### config.mk
export PLATFORM = sky130hd
export DESIGN_NAME = decoder_strobe_sequencer
export DESIGN_NICKNAME = d
export VERILOG_FILES = /design/src/rtl/decoder_strobe_sequencer_pkg.sv /design/src/rtl/decoder_strobe_sequencer_fifo.sv /design/src/rtl/decoder_strobe_sequencer.sv
export SDC_FILE = /design/constraint.sdc
export NUM_CORES = 1
export LEC_CHECK = 0
export BUFFER_PORTS_ARGS = -buffer_cell sky130_fd_sc_hd__buf_2
export CORE_ASPECT_RATIO = 0.9
export CORE_UTILIZATION = 55
export DETAILED_ROUTE_END_ITERATION = 8
export PLACE_DENSITY = 0.72
export SKIP_CTS_REPAIR_TIMING = 1
export SLEW_MARGIN = 30
export SYNTH_ARGS = -nofsm -noshare
export SYNTH_HDL_FRONTEND = slang
export SYNTH_HIERARCHICAL = 1
export SYNTH_SLANG_ARGS = --single-unit
### constraint.sdc
create_clock -name clk -period 5.9 [get_ports clk]
set_input_delay 0.59 -clock clk [delete_from_list [all_inputs] [get_ports clk]]
set_output_delay 0.59 -clock clk [all_outputs]
set_load 0.01 [all_outputs]
### src/rtl/decoder_strobe_sequencer_pkg.sv
// Shared definitions for the decoder strobe sequencer:
// FSM encodings, index width and counter reload helper.
package decoder_strobe_sequencer_pkg;

    localparam int IDX_W = 2;

    typedef logic [IDX_W-1:0] idx_t;

    typedef enum logic [1:0] {
        ST_IDLE   = 2'd0,
        ST_SETUP  = 2'd1,
        ST_STROBE = 2'd2,
        ST_GAP    = 2'd3
    } state_e;

    // Down-counter runs n..1 as n-1..0, so reload with n-1
    function automatic logic [3:0] ld_val(input int n);
        return (n > 0) ? 4'(n - 1) : 4'd0;
    endfunction

endpackage

### src/rtl/decoder_strobe_sequencer_fifo.sv
// Request buffer: DEPTH x 2-bit circular FIFO with
// wrap-around pointers and an occupancy count.
module addr_fifo
    import decoder_strobe_sequencer_pkg::*;
#(
    parameter  int DEPTH = 4,
    localparam int AW    = $clog2(DEPTH),
    localparam int CW    = AW + 1
) (
    input  logic          clk,
    input  logic          rst_n,
    input  logic          push,
    input  idx_t          wdata,
    input  logic          pop,
    output idx_t          rdata,
    output logic [CW-1:0] count,
    output logic          full,
    output logic          empty
);

    idx_t          mem [DEPTH];
    logic [AW-1:0] wp;
    logic [AW-1:0] rp;
    logic          do_push;
    logic          do_pop;

    // A full FIFO refuses a push even when a pop lands on the same edge
    assign full    = (count == CW'(DEPTH));
    assign empty   = (count == '0);
    assign do_push = push && !full;
    assign do_pop  = pop && !empty;
    assign rdata   = mem[rp];

    always_ff @(posedge clk) begin
        if (do_push) begin
            mem[wp] <= wdata;
        end
    end

    always_ff @(posedge clk or negedge rst_n) begin
        if (!rst_n) begin
            wp    <= '0;
            rp    <= '0;
            count <= '0;
        end else begin
            if (do_push) begin
                wp <= wp + 1'b1;
            end
            if (do_pop) begin
                rp <= rp + 1'b1;
            end
            unique case ({do_push, do_pop})
                2'b10:   count <= count + 1'b1;
                2'b01:   count <= count - 1'b1;
                default: count <= count;
            endcase
        end
    end

endmodule

### src/rtl/decoder_strobe_sequencer.sv
// Replays buffered 2-bit selects onto the 2-to-4 decoder as
// glitch-free strobes: address setup, enable pulse, hold gap.
module decoder_strobe_sequencer
    import decoder_strobe_sequencer_pkg::*;
#(
    parameter int DEPTH        = 4,
    parameter int PULSE_CYCLES = 2,
    parameter int GAP_CYCLES   = 1
) (
    input  logic                   clk,
    input  logic                   rst_n,
    input  logic                   req_valid,
    input  logic [IDX_W-1:0]       req_addr,
    output logic                   req_ready,
    output logic                   address0,
    output logic                   address1,
    output logic                   enable,
    output logic                   busy,
    output logic [$clog2(DEPTH):0] fifo_count
);

    localparam logic [3:0] PULSE_LD = ld_val(PULSE_CYCLES);
    localparam logic [3:0] GAP_LD   = ld_val(GAP_CYCLES);

    state_e     state_q, state_d;
    logic [3:0] cnt_q, cnt_d;
    idx_t       addr_q, addr_d;
    logic       en_q, busy_q;
    logic       pop;
    logic       fetch;
    logic       full;
    logic       empty;
    idx_t       head;

    addr_fifo #(
        .DEPTH (DEPTH)
    ) u_fifo (
        .clk   (clk),
        .rst_n (rst_n),
        .push  (req_valid && !full),
        .wdata (req_addr),
        .pop   (pop),
        .rdata (head),
        .count (fifo_count),
        .full  (full),
        .empty (empty)
    );

    assign req_ready = !full;
    assign address0  = addr_q[0];
    assign address1  = addr_q[1];
    assign enable    = en_q;
    assign busy      = busy_q;

    always_comb begin
        state_d = state_q;
        cnt_d   = cnt_q;
        addr_d  = addr_q;
        pop     = 1'b0;
        fetch   = 1'b0;
        unique case (state_q)
            ST_IDLE:   fetch = 1'b1;
            ST_SETUP: begin
                state_d = ST_STROBE;
                cnt_d   = PULSE_LD;
            end
            ST_STROBE: begin
                if (cnt_q != 4'd0) begin
                    cnt_d = cnt_q - 4'd1;
                end else if (GAP_CYCLES != 0) begin
                    state_d = ST_GAP;
                    cnt_d   = GAP_LD;
                end else begin
                    fetch = 1'b1;
                end
            end
            ST_GAP: begin
                if (cnt_q != 4'd0) begin
                    cnt_d = cnt_q - 4'd1;
                end else begin
                    fetch = 1'b1;
                end
            end
        endcase
        // Address only moves here, one cycle ahead of enable
        if (fetch) begin
            if (!empty) begin
                pop     = 1'b1;
                addr_d  = head;
                state_d = ST_SETUP;
            end else begin
                state_d = ST_IDLE;
            end
        end
    end

    always_ff @(posedge clk or negedge rst_n) begin
        if (!rst_n) begin
            state_q <= ST_IDLE;
            cnt_q   <= 4'd0;
            addr_q  <= '0;
            en_q    <= 1'b0;
            busy_q  <= 1'b0;
        end else begin
            state_q <= state_d;
            cnt_q   <= cnt_d;
            addr_q  <= addr_d;
            en_q    <= (state_d == ST_STROBE);
            busy_q  <= (state_d != ST_IDLE);
        end
    end

endmodule

Yosys cells after proc, flatten, opt, wreduce, memory -nomap -nowiden
Memories as Yosys holds them, arrays and structs flattened. A register that Yosys moved wholly into a read port is not among the register bits.
Index checks and enable logic that the tools add are counted.
- add/sub/neg operators: 5
- muxes and demuxes: 14
- equal/unequal tests: 8
- reduce and logical (&&, ||, !) cells: 14
- bitwise operators: 1
- operators by type and width (cell ; number):
    $pmux 4 s3 ; 1
    $eq 2x2->1 const B ; 4
    $mux 4 ; 2
    $mux 1 ; 6
    $pmux 3 s2 ; 1
    $add 2x1->2 const B ; 2
    $eq 2x1->1 const B ; 2
    $mux 2 ; 2
    $pmux 2 s2 ; 1
    $reduce_and 2->1 ; 2
    $reduce_bool 2->1 ; 2
    $reduce_bool 4->1 ; 1
    $sub 4x1->4 const B ; 1
    $add 3x1->3 const B ; 1
    $eq 3x3->1 const B ; 1
    $logic_and 1x1->1 ; 3
    $logic_not 1->1 ; 3
    $logic_not 3->1 ; 1
    $reduce_bool 3->1 ; 1
    $sub 3x1->3 const B ; 1
    $logic_not 2->1 ; 1
    $ne 2x2->1 const B ; 1
    $pmux 1 s2 ; 1
    $not 1->1 ; 1
- bits in writable memories: 8
- flip-flop bits (word level): 15
- word-level logic and storage cells: 50
- memories: 1
- output and inout port bits: 8
- input port bits: 5
- memory list (memory ; words ; bits a word ; read ports ; clocked after memory_dff ; write ports ; RTL line ; RTL):
    u_fifo.mem ; 4 ; 2 ; 1 ; 1 ; 1 ; decoder_strobe_sequencer_fifo.sv:21 ; idx_t mem [DEPTH];

Logic depth before layout (Yosys ltp)
Gate-level depths: netlist of the first run.
- word-level depth: 7
- gate-level depth with buffers: 12
- mapped depth without buffers: 12

Cells and area by module
Netlist of the first run, hierarchy kept.
- modules (own cells, without submodules) (module ; cells each ; times used ; sequential area each (µm²) ; area each (µm²)):
    addr_fifo ; 47 ; 1 ; 415.4 ; 725.7
    decoder_strobe_sequencer ; 55 ; 1 ; 250.2 ; 583.1

Worst setup path before layout of the first run
Ideal clock, no wire load.
- path kind: flip-flop to flip-flop
- from: register state_q[0]
- to: register u_fifo.count[2]
- setup slack: 3.607 ns
- cell stages (with the launch flop): 13
- required time: 5.821 ns
- arrival time: 2.214 ns
- buffers on the path: 0
- cell sequence: dfrtp_1 -> inv_1 -> ha_1 -> nor2_1 -> o21ai_4 -> inv_1 -> o31a_2 -> ha_1 -> inv_1 -> fa_1 -> xor2_1 -> nor2_1 -> xor2_1
- word-level cells in the longest chain between the ends: 6
- elaborated cells on any way between the ends: 9
- those cells by class: eq/ne (3); mux (3); reduce/logical (3)
- RTL lines (item ; RTL line ; RTL):
    from (decl) ; decoder_strobe_sequencer.sv:25 ; state_e state_q, state_d;
    from (signal assigned) ; decoder_strobe_sequencer.sv:105 ; state_q <= state_d;
    $eq 2x2->1 or $logic_not 2->1 (tied branches) ; decoder_strobe_sequencer.sv:61 ; unique case (state_q)
    $pmux 1 s2 (*) ; decoder_strobe_sequencer.sv:61 ;
    $mux 1 (*) ; decoder_strobe_sequencer.sv:86 ; if (fetch) begin
    net pop ; decoder_strobe_sequencer.sv:29 ; logic pop;
    $logic_and 1x1->1 (*) ; decoder_strobe_sequencer_fifo.sv:31 ; assign do_pop = pop && !empty;
    net u_fifo.do_pop ; decoder_strobe_sequencer_fifo.sv:25 ; logic do_pop;
    $eq 2x1->1 or $eq 2x2->1 (tied branches) ; decoder_strobe_sequencer_fifo.sv:52 ; unique case ({do_push, do_pop})
    $pmux 3 s2 or $reduce_bool 2->1 (tied branches) ; -- ;
    to (signal assigned) ; decoder_strobe_sequencer_fifo.sv:53 ; 2'b10: count <= count + 1'b1;
    to (signal assigned) ; decoder_strobe_sequencer_fifo.sv:54 ; 2'b01: count <= count - 1'b1;
    to (signal assigned) ; decoder_strobe_sequencer_fifo.sv:55 ; default: count <= count;
    to (decl) ; decoder_strobe_sequencer_fifo.sv:16 ; output logic [CW-1:0] count,
Mark *: on every way through the listed nets, which the timed path passes. The rest lies on a longest branch.
A chain may end at the register's enable or synchronous reset.

Final worst setup path of the first run
Same ends and word-level chain as after synthesis.

==> summary.log, run 1 <==
[status] status completed
[yosys] cell accounting for the most synthesized area sky130_fd_sc_hd__dfrtp_1
[yosys] count of cell types in the netlist 35
[pwr] leakage component of the power 0.636 nW
[yosys] post-synthesis instance area 1310 um2
[route] Detailed Routing Iterations Pass 1 4
[route] routed wire length 2.15 mm
[cts] source-to-sink clock delay at the later pin of the worst-skew pair 0.31 ns
[finish] number of antenna repair diodes 0
[timing] final sum of negative setup slack 0 ns
[yosys] total of warnings raised by yosys 6
[timing] endpoints failing setup 0
[cts] TritonCTS clock tree yes
[cts] H-tree lvl count 1
[placement] GPL Wtd Cong 0.788
[timing] Max Clock Freq 0.402 GHz
[setup_path] WP data required 6.15 ns
[finish] most frequent cells in the layout 17 x sky130_fd_sc_hd__dfrtp_1, 15 x sky130_fd_sc_hd__inv_1, 12 x sky130_fd_sc_hd__buf_2
[global_routing] total routing usage reported by global routing 19.0%
[timing] share of the clock period used by the worst path after layout 42.1%
[route] routed vias 796
[cts] clock edge transition at the registers on the reported setup and hold paths 0.14 ns
[setup_path] critical setup path kind register to register
[yosys] Post-Synthesis Net Count 118
[die] die area 2580 um2
[pwr] Worst VDD drop 0.000362 V
[timing] Clock Skew 0.00302 ns
[job] max-cap violation count 0
[global_routing] initial antenna violation count 0
[route] Iteration-0 DRC Markers 15
[finish] final net count 135
[yosys] average size of a mapped cell 12.8 um2
[die] number of rows in the core area 16
[timing] unrepaired setup endpoints after global routing false
[global_routing] pin count of the biggest net entering global routing 18
[setup_path] endpoint type of the worst setup path register
[setup_path] Worst Path Max Fanout 5
[placement] total of buffers placed on input and output ports 12
[timing] remaining max-slew budget at the tightest pin 74.1%
[cts] total clock sinks 25
[global_routing] first-pass GRT wire length 3.31 mm
[cts] largest buffer count on any clock path 2
[cts] root cell of the clock tree sky130_fd_sc_hd__clkbuf_4
[die] Die Ht 48.3 um
[yosys] FFs w/ async S/R, synth 68.0%
[cts] number of CTS-inserted buffers 3
[finish] Seq. cell area 666 um2
[finish] multi-input gate area in the final layout 587 um2
[route] # DRC 0
[yosys] gate count after technology mapping 102
[yosys] sequential fraction of the synthesis area 50.9%
[finish] count of filler cells inserted in the layout 168
[die] horizontal extent of the die 53.4 um
[finish] relative area change from synthesis to final layout 9.46%
[finish] share of final-layout standard cells stronger than drive strength 1 25.4%
[die] Starting Density 59.4%
[yosys] flip-flop and latch count after synthesis 25
[finish] end-of-flow core utilization 65.1%
[yosys] Main synth FF type sky130_fd_sc_hd__dfrtp_1
[min_path] Worst Hold Class input pin to asynchronous set/reset pin
[finish] commonest non-fill, non-tap cell in the layout sky130_fd_sc_hd__dfrtp_1
[setup_path] Worst setup SP type register
[timing] Worst Max-Slew Pin Slew 0.388 ns
[timing] clock period minus final worst setup slack 2.48 ns
[global_routing] via count of the first global-routing pass 707
[yosys] top cell type's share of synthesized area 32.5%
[route] routed length per placed instance 14.8 um
[route] final antenna-violating net count 0
[route] vias per inst 5.49
[global_routing] GRT overflow 0
[timing] Final Hold Vio Count 0
[timing] count of final max-slew check failures 0
[placement] DP HPWL 1.66 mm
[pwr] Cell Pwr Density 537 nW/um2
[die] IO Pins 13
[setup_path] signal arrival time at the worst endpoint 2.73 ns
[die] core area 2200 um2
[yosys] main area contributors after synthesis sky130_fd_sc_hd__dfrtp_1 33%, sky130_fd_sc_hd__edfxtp_1 18%, sky130_fd_sc_hd__ha_1 9.6%, sky130_fd_sc_hd__inv_1 4.3%, sky130_fd_sc_hd__mux2_4 3.4%
[yosys] number of synthesized flops with an enable pin 8
[cell type report]
type                            instances  share of cell area (%)
Clock buffer                            3                    1.57
Clock inverter                          1                   0.524
Sequential cell                        25                    46.5
Timing Repair Buffer                   12                    4.19
Multi-Input combinational cell         62                    41.0
Inverter                               15                    3.93
Tap cell                               27                    2.36
[kinds of logic after synthesis]
family,after synthesis,share of synthesized area [%]
compound gates,17,9.56
xor+xnor,6,4.02
fa+ha+maj,11,11.1
buf+inv,15,4.30
flops,25,50.9
mux,7,8.51
simple gates,21,11.7
[critical path, stage by stage (launching register included)]
cell and delay [ns]:
sky130_fd_sc_hd__dfrtp_1 0.41, sky130_fd_sc_hd__inv_1 0.09, sky130_fd_sc_hd__ha_1 0.37, sky130_fd_sc_hd__nor2_1 0.19, sky130_fd_sc_hd__o21ai_4 0.11, sky130_fd_sc_hd__inv_1 0.06
sky130_fd_sc_hd__o31a_2 0.16, sky130_fd_sc_hd__ha_1 0.19, sky130_fd_sc_hd__inv_1 0.06, sky130_fd_sc_hd__fa_1 0.37, sky130_fd_sc_hd__xor2_1 0.15, sky130_fd_sc_hd__nor2_1 0.11
sky130_fd_sc_hd__xor2_1 0.15
[cells in the mapped netlist, types with 3 or more instances]
cell / number
sky130_fd_sc_hd__ha_1: 10
sky130_fd_sc_hd__inv_1: 15
sky130_fd_sc_hd__nor2_1: 6
sky130_fd_sc_hd__xor2_1: 3
sky130_fd_sc_hd__dfrtp_1: 17
sky130_fd_sc_hd__xnor2_1: 3
sky130_fd_sc_hd__o21ai_0: 6
sky130_fd_sc_hd__mux2_4: 3
sky130_fd_sc_hd__edfxtp_1: 8
[flip-flops by register name, indices dropped and copies added, names as in the netlist]
signal / count
addr_q: 2
u_fifo/wp: 2
state_q: 2
cnt_q: 4
u_fifo/count: 3
u_fifo/rp: 2
enable: 1
u_fifo/mem: 8
busy: 1
[metal layers]
metal	GRT usage [%]	vias to the layer above	part of all wire, %
met5	0	-	0
met3	4.67	0	3.2
li1	-	385	-
met1	26.6	396	50
met4	6.32	0	0
met2	29.3	15	47
[report_power, final]
part | total (mW) | internal, mW | switching (mW)
Combinational | 0.379 | 0.190 | 0.188
Sequential | 0.314 | 0.249 | 0.0651
Clock | 0.0759 | 0.0258 | 0.0500
Total | 0.769 | 0.465 | 0.304
[worst paths after layout]
| path | start | to | slack (ns) | depth (start not counted) |
|---|---|---|---|---|
| setup / recovery | state_q[0]$_DFF_PN0_ | u_fifo/count[2]$_DFFE_PN0P_ | 3.42 | 12 |
| hold / removal | rst_n | state_q[0]$_DFF_PN0_ | 0.17 | 1 |
| setup reg to reg | state_q[0]$_DFF_PN0_ | u_fifo/count[2]$_DFFE_PN0P_ | 3.42 | 12 |
| hold reg to reg | addr_q[1]$_DFFE_PN0P_ | addr_q[1]$_DFFE_PN0P_ | 0.53 | 1 |
| max in group asynchronous | rst_n | u_fifo/wp[0]$_DFFE_PN0P_ | 5.45 | 1 |
| min in group clk | req_addr[0] | u_fifo/mem[2][0]$_DFFE_PP_ | 0.49 | 1 |
[through the flow]
step           worst slack (ns)  power [mW]  std cells  hold WS [ns]  cell area [um2]
2_1_floorplan              3.61       0.599        102         0.294             1310
3_3_place_gp               3.51       0.678        141         0.488             1400
3_5_place_dp               3.43       0.695        141         0.494             1400
4_1_cts                    3.40       0.775        145         0.174             1430
5_1_grt                    3.28       0.838        145         0.160             1430
6_report                   3.42       0.769        145         0.173             1430
Power figures use the tool's default switching activity.
==> run 2: changes to the inputs <==
--- a/config.mk
+++ b/config.mk
@@ -5,6 +5,7 @@
 export SDC_FILE = /design/constraint.sdc
 export NUM_CORES = 1
 export LEC_CHECK = 0
+export ABC_AREA = 1
 export BUFFER_PORTS_ARGS = -buffer_cell sky130_fd_sc_hd__buf_2
 export CORE_ASPECT_RATIO = 0.9
 export CORE_UTILIZATION = 55
==> constraint.sdc (replaced) <==
create_clock -name clk -period 2.4 [get_ports clk]
set_input_delay 0.24 -clock clk [delete_from_list [all_inputs] [get_ports clk]]
set_output_delay 0.24 -clock clk [all_outputs]
set_load 0.01 [all_outputs]
==> run 2 against run 1 <==
Net effect:
- setup slack worse by 3.2 ns
- critical path depth grew 3
- largest cell class unchanged
- synthesized area increased by 8.7%
==> summary.log, run 2 <==
[placement] GPL Wtd Cong 0.789
[finish] post-route non-filler standard cell count 206
[yosys] count of cell types in the netlist 23
[finish] count of filler cells inserted in the layout 207
[global_routing] via count of the first global-routing pass 995
[yosys] gate count after technology mapping 159
[yosys] library cell with the highest instance count after synthesis sky130_fd_sc_hd__nand2_1
[timing] Worst Max-Slew Pin Slew 0.388 ns
[yosys] Post-Synthesis Net Count 175
[pwr] power consumption 2.05 mW
[pwr] leakage component of the power 0.834 nW
[yosys] sequential fraction of the synthesis area 46.8%
[route] routed vias 1029
[cts] root cell of the clock tree sky130_fd_sc_hd__clkbuf_4
[yosys] total of warnings raised by yosys 6
[setup_path] endpoint type of the worst setup path register
[global_routing] GRT overflow 0
[yosys] top cell type's share of synthesized area 29.9%
[yosys] cell accounting for the most synthesized area sky130_fd_sc_hd__dfrtp_1
[global_routing] first-pass GRT wire length 4.24 mm
[route] vias per inst 5.00
[placement] worst slack after detailed placement 0.117 ns
[yosys] post-synthesis instance area 1420 um2
[route] routed wire length 2.37 mm
[finish] most frequent cells in the layout 41 x sky130_fd_sc_hd__nand2_1, 29 x sky130_fd_sc_hd__inv_1, 17 x sky130_fd_sc_hd__dfrtp_1
[route] routed length per placed instance 11.5 um
[yosys] average size of a mapped cell 8.95 um2
[die] IO Pins 13
[status] status completed
[yosys] flip-flop and latch count after synthesis 25
[setup_path] critical setup path kind register to register
[yosys] Main synth FF type sky130_fd_sc_hd__dfrtp_1
[timing] clock period minus final worst setup slack 2.23 ns
[finish] multi-input gate area in the final layout 633 um2
[pwr] internal power component 1.11 mW
[timing] endpoints failing setup 0
[cts] TritonCTS clock tree yes
[placement] DP HPWL 1.82 mm
[die] horizontal extent of the die 55.6 um
[pwr] power share of the sequential group 35.2%
[cts] number of CTS-inserted buffers 3
[cts] total clock sinks 25
[timing] Clock Skew 0.00585 ns
[pwr] Cell Pwr Density 1290 nW/um2
[timing] worst setup margin 0.171 ns
[setup_path] signal arrival time at the worst endpoint 2.44 ns
[timing] Final Hold Vio Count 0
[pwr] Switch Pwr 0.940 mW
[timing] Post-Route Hold Slack 0.141 ns
[pwr] clock group share of total power 8.8%
[finish] Seq. cell area 666 um2
[min_path] Worst Hold Class input pin to register
[yosys] synth cell count leaders 41 x sky130_fd_sc_hd__nand2_1, 32 x sky130_fd_sc_hd__inv_1, 17 x sky130_fd_sc_hd__dfrtp_1
[setup_path] Worst setup SP type register
[yosys] FFs w/ async S/R, synth 68.0%
[die] Die Ht 50.3 um
[placement] placed insts 201
[pwr] combinational power share 56.0%
[global_routing] total routing usage reported by global routing 19.8%
[finish] relative area change from synthesis to final layout 11.3%
[cts] H-tree lvl count 1
[finish] final net count 195
[global_routing] pin count of the biggest net entering global routing 18
[timing] count of final max-slew check failures 0
[route] Iteration-0 DRC Markers 18
[setup_path] WP data required 2.61 ns
[job] max-cap violation count 0
[cts] clock edge transition at the registers on the reported setup and hold paths 0.13 ns
[timing] share of the clock period used by the worst path after layout 92.9%
[cts] largest buffer count on any clock path 2
[die] Starting Density 58.2%
[finish] max FFs per register 8
[cts] source-to-sink clock delay at the later pin of the worst-skew pair 0.31 ns
[finish] commonest non-fill, non-tap cell in the layout sky130_fd_sc_hd__nand2_1
[timing] remaining max-slew budget at the tightest pin 74.2%
[pwr] switching part of the total 45.9%
[route] Detailed Routing Iterations Pass 1 4
[finish] largest registers u_fifo/mem x8, cnt_q x4, u_fifo/count x3
[global_routing] initial antenna violation count 0
[die] die area 2790 um2
[pwr] Worst VDD drop 0.000783 V
[timing] final sum of negative setup slack 0 ns
[setup_path] Worst Path Max Fanout 5
[yosys] number of synthesized flops with an enable pin 8
[route] final antenna-violating net count 0
[placement] total of buffers placed on input and output ports 12
[die] core area 2450 um2
[finish] Largest Register u_fifo/mem
[timing] Max Clock Freq 0.449 GHz
[finish] number of antenna repair diodes 0
[yosys] main area contributors after synthesis sky130_fd_sc_hd__dfrtp_1 30%, sky130_fd_sc_hd__edfxtp_1 17%, sky130_fd_sc_hd__nand2_1 11%, sky130_fd_sc_hd__ha_1 8.8%, sky130_fd_sc_hd__inv_1 8.4%
[route] # DRC 0
[die] number of rows in the core area 17
[finish] share of final-layout standard cells stronger than drive strength 1 22.5%
## run 2: changes by cell type after synthesis, moves of 3 or more
cell                       change
sky130_fd_sc_hd__nand2_1      +40
sky130_fd_sc_hd__inv_1        +17
sky130_fd_sc_hd__nand3_1       +8
sky130_fd_sc_hd__inv_2         +5
sky130_fd_sc_hd__o21ai_0       -5
sky130_fd_sc_hd__nand4_1       +4
sky130_fd_sc_hd__nor2_1        +4
sky130_fd_sc_hd__o211ai_1      +4
sky130_fd_sc_hd__mux2_4        -3
sky130_fd_sc_hd__nand2_4       +3
sky130_fd_sc_hd__nand3_4       +3
## run 2: kinds of logic after synthesis
logic type      Yosys count  share of synthesized area [%]
simple gates             75                           27.6
buf+inv                  37                           9.76
flops                    25                           46.8
fa+ha+maj                11                           10.2
compound gates            9                           4.40
xor+xnor                  2                           1.23
## run 2: power by group through the flow
stage | Sequential, mW | Clock [mW] | Combinational [mW]
2_1_floorplan | 0.735 | 0 | 0.819
3_3_place_gp | 0.721 | 0 | 1.07
3_5_place_dp | 0.727 | 0 | 1.11
4_1_cts | 0.719 | 0.193 | 1.12
5_1_grt | 0.744 | 0.208 | 1.31
6_report | 0.721 | 0.180 | 1.15
## run 2: final timing paths
| check | from | end | slack [ns] | depth (start not counted) |
|---|---|---|---|---|
| setup / recovery | cnt_q[1]$_DFFE_PN0P_ | u_fifo/count[2]$_DFFE_PN0P_ | 0.17 | 15 |
| setup reg to reg | cnt_q[1]$_DFFE_PN0P_ | u_fifo/count[2]$_DFFE_PN0P_ | 0.17 | 15 |
| min in group asynchronous | rst_n | state_q[1]$_DFF_PN0_ | 0.36 | 2 |
| max in group asynchronous | rst_n | u_fifo/rp[0]$_DFFE_PN0P_ | 1.76 | 2 |
| hold / removal | req_addr[0] | u_fifo/mem[1][0]$_DFFE_PP_ | 0.14 | 1 |
| hold reg to reg | addr_q[1]$_DFFE_PN0P_ | addr_q[1]$_DFFE_PN0P_ | 0.49 | 2 |
## run 2: cell type report
| class | instances | area share [%] |
|---|---|---|
| Sequential cell | 25 | 42.0 |
| Clock buffer | 4 | 1.66 |
| Tap cell | 28 | 2.21 |
| Timing Repair Buffer | 15 | 5.37 |
| Multi-Input combinational cell | 97 | 40.0 |
| Inverter | 37 | 8.77 |
## run 2: per-stage QoR
stage	util, %	area, um2
2_1_floorplan	-	1420
3_3_place_gp	62.7	1530
3_5_place_dp	62.7	1530
4_1_cts	63.7	1560
5_1_grt	64.8	1580
6_report	64.8	1580
## run 2: critical path, cell delays in order (launching register included)
cell	delay, ns
sky130_fd_sc_hd__dfrtp_1	0.38
sky130_fd_sc_hd__inv_1	0.14
sky130_fd_sc_hd__ha_4	0.18
sky130_fd_sc_hd__nand3_4	0.10
sky130_fd_sc_hd__nand2_4	0.11
sky130_fd_sc_hd__nand3_4	0.10
sky130_fd_sc_hd__inv_2	0.09
sky130_fd_sc_hd__nand2_2	0.07
sky130_fd_sc_hd__inv_1	0.07
sky130_fd_sc_hd__ha_1	0.15
sky130_fd_sc_hd__inv_1	0.07
sky130_fd_sc_hd__fa_1	0.39
sky130_fd_sc_hd__nand2_1	0.11
sky130_fd_sc_hd__nand3_1	0.08
sky130_fd_sc_hd__nand2_1	0.06
sky130_fd_sc_hd__nand2_1	0.05
## run 2: layer usage
layer  global-route usage [%]  vias to the layer above  wire, um
met5                        0                        -         0
met4                     5.00                        0         9
met3                     5.41                        2        56
met2                     34.3                       14      1150
met1                     24.7                      480      1150
li1                         -                      533         -
==> run 3: changes to the inputs <==
--- a/config.mk
+++ b/config.mk
@@ -8,9 +8,11 @@
 export ABC_AREA = 1
 export BUFFER_PORTS_ARGS = -buffer_cell sky130_fd_sc_hd__buf_2
 export CORE_ASPECT_RATIO = 0.9
-export CORE_UTILIZATION = 55
+export CORE_MARGIN = 3
+export CORE_UTILIZATION = 58
 export DETAILED_ROUTE_END_ITERATION = 8
-export PLACE_DENSITY = 0.72
+export PLACE_DENSITY = 0.75
+export SETUP_SLACK_MARGIN = 0.2
 export SKIP_CTS_REPAIR_TIMING = 1
 export SLEW_MARGIN = 30
 export SYNTH_ARGS = -nofsm -noshare
==> run 3 against run 2 <==
Net effect:
- clock power up 3%
- clock skew down 0.0019 ns
- setup slack better by 0.11 ns
- utilization up 10 points
- wire length up 11%
- largest power group unchanged
- via count up 5.3%
- critical path depth unchanged
- combinational power up 14%
- clock-buffer cell count down 1
- non-clock buffer count up 9
- largest cell class unchanged
- critical path type unchanged
==> summary.log, run 3 (synthesized netlist as in run 2, its figures left out) <==
[status] status completed
[route] vias per inst 5.07
[timing] unrepaired setup endpoints after global routing false
[global_routing] via count of the first global-routing pass 996
[die] die area 3080 um2
[setup_path] WP data required 2.66 ns
[placement] GPL Wtd Cong 0.745
[timing] final sum of negative setup slack 0 ns
[pwr] power consumption 2.22 mW
[timing] Final Hold Vio Count 0
[global_routing] GRT overflow 0
[setup_path] critical setup path kind register to register
[route] final antenna-violating net count 0
[timing] endpoints failing setup 0
[route] Iteration-0 DRC Markers 15
[setup_path] delay of the slowest cell on the worst path 0.44 ns
[timing] remaining max-slew budget at the tightest pin 73.6%
[finish] number of antenna repair diodes 0
[pwr] Switch Pwr 1.01 mW
[pwr] Worst VDD drop 0.000919 V
[timing] Max Clock Freq 0.471 GHz
[finish] post-route non-filler standard cell count 214
[timing] count of final max-slew check failures 0
[finish] Largest Register u_fifo/mem
[setup_path] setup slack on the worst flop-to-flop path 0.28 ns
[cts] largest buffer count on any clock path 2
[setup_path] category of cells accounting for the largest share of critical-path delay adder cells
[pwr] clock group share of total power 8.3%
[global_routing] total routing usage reported by global routing 17.7%
[route] routed length per placed instance 12.3 um
[finish] max FFs per register 8
[timing] share of the clock period used by the worst path after layout 88.4%
[route] routed wire length 2.63 mm
[route] # DRC 0
[finish] commonest non-fill, non-tap cell in the layout sky130_fd_sc_hd__nand2_1
[setup_path] Worst Path Max Fanout 4
[finish] final net count 204
[die] IO Pins 13
[finish] largest registers u_fifo/mem x8, cnt_q x4, u_fifo/count x3
[placement] DP HPWL 1.90 mm
[finish] relative area change from synthesis to final layout 18.8%
[route] Detailed Routing Iterations Pass 1 4
[die] Starting Density 62.9%
[die] horizontal extent of the die 58.2 um
[pwr] power share of the sequential group 32.7%
[min_path] Worst Hold Class input pin to register
[timing] Clock Skew 0.00399 ns
[cts] source-to-sink clock delay at the later pin of the worst-skew pair 0.31 ns
[cts] H-tree lvl count 1
[placement] placed insts 200
[job] max-cap violation count 0
[finish] most frequent cells in the layout 40 x sky130_fd_sc_hd__nand2_1, 24 x sky130_fd_sc_hd__inv_1, 14 x sky130_fd_sc_hd__dfrtp_1
[timing] Worst Max-Slew Pin Slew 0.396 ns
[pwr] Cell Pwr Density 1320 nW/um2
[setup_path] Worst setup SP type register
[pwr] combinational power share 59.0%
[cts] TritonCTS clock tree yes
[setup_path] endpoint type of the worst setup path register
[route] routed vias 1084
[die] Die Ht 53.0 um
[finish] count of filler cells inserted in the layout 172
[die] core area 2260 um2
[cts] number of CTS-inserted buffers 3
[cts] root cell of the clock tree sky130_fd_sc_hd__clkbuf_4
[cts] clock edge transition at the registers on the reported setup and hold paths 0.13 ns
[placement] total of buffers placed on input and output ports 12
[timing] clock period minus final worst setup slack 2.12 ns
[pwr] leakage component of the power 0.870 nW
[die] number of rows in the core area 16
[setup_path] signal arrival time at the worst endpoint 2.38 ns
[global_routing] pin count of the biggest net entering global routing 18
[setup_path] sum of buffers and inverters on the critical path 6
[setup_path] Slowest cell on crit path sky130_fd_sc_hd__dfrtp_1
[global_routing] first-pass GRT wire length 4.17 mm
[setup_path] list of cells traversed by the critical path inv_2 > ha_4 > inv_2 > nand3_4 > inv_4 > nand2_2 > inv_1 > ha_2 > inv_2 > fa_2 > inv_1 > nand2_1 > nand3_1 > nand2_1 > nand2_1
[pwr] switching part of the total 45.4%
[global_routing] initial antenna violation count 0
[cts] total clock sinks 25
[finish] share of final-layout standard cells stronger than drive strength 1 33.7%
[pwr] internal power component 1.21 mW
[run 3: worst paths after layout]
kind                                        from                           to  depth (start not counted)
max                         state_q[0]$_DFF_PN0_  u_fifo/count[2]$_DFFE_PN0P_                         15
min                                  req_addr[0]   u_fifo/mem[0][0]$_DFFE_PP_                          1
max reg2reg                 state_q[0]$_DFF_PN0_  u_fifo/count[2]$_DFFE_PN0P_                         15
min reg2reg                addr_q[0]$_DFFE_PN0P_        addr_q[0]$_DFFE_PN0P_                          2
max in group asynchronous                  rst_n  u_fifo/count[2]$_DFFE_PN0P_                          2
min in group asynchronous                  rst_n             enable$_DFF_PN0_                          2
[run 3: power groups by stage]
stage / Sequential, mW / Clock (mW) / Combinational, mW
global route: 0.745 / 0.208 / 1.49
global placement: 0.718 / 0 / 1.07
detailed placement: 0.727 / 0 / 1.12
finish: 0.727 / 0.185 / 1.31
floorplan: 0.735 / 0 / 0.819
CTS: 0.718 / 0.192 / 1.13
[run 3: final cells by class]
| type | instances | area [um2] | area share, % |
|---|---|---|---|
| Sequential cell | 25 | 669 | 39.6 |
| Multi-Input combinational cell | 97 | 666 | 39.4 |
| Timing Repair Buffer | 24 | 153 | 9.03 |
| Inverter | 37 | 141 | 8.36 |
| Tap cell | 27 | 33.8 | 2.00 |
| Clock buffer | 3 | 22.5 | 1.33 |
| Clock inverter | 1 | 5.00 | 0.296 |
[run 3: routing by layer]
layer,up-vias,share of wire (%),track usage (%)
met1,495,44,22.1
met4,0,0.65,3.47
met3,4,5.5,4.39
li1,556,-,-
met5,-,0,0
met2,29,50,31.0
[run 3: per-stage QoR]
stage	cell area [um2]	worst slack, ns	utilization (%)	hold slack [ns]
6_report	1690	0.278	74.7	0.148
5_1_grt	1690	0.162	74.7	0.132
4_1_cts	1560	0.0772	68.9	-0.171
3_5_place_dp	1530	0.0937	67.7	0.186
3_3_place_gp	1530	0.232	67.7	0.180
2_1_floorplan	1420	0.230	-	-0.0556
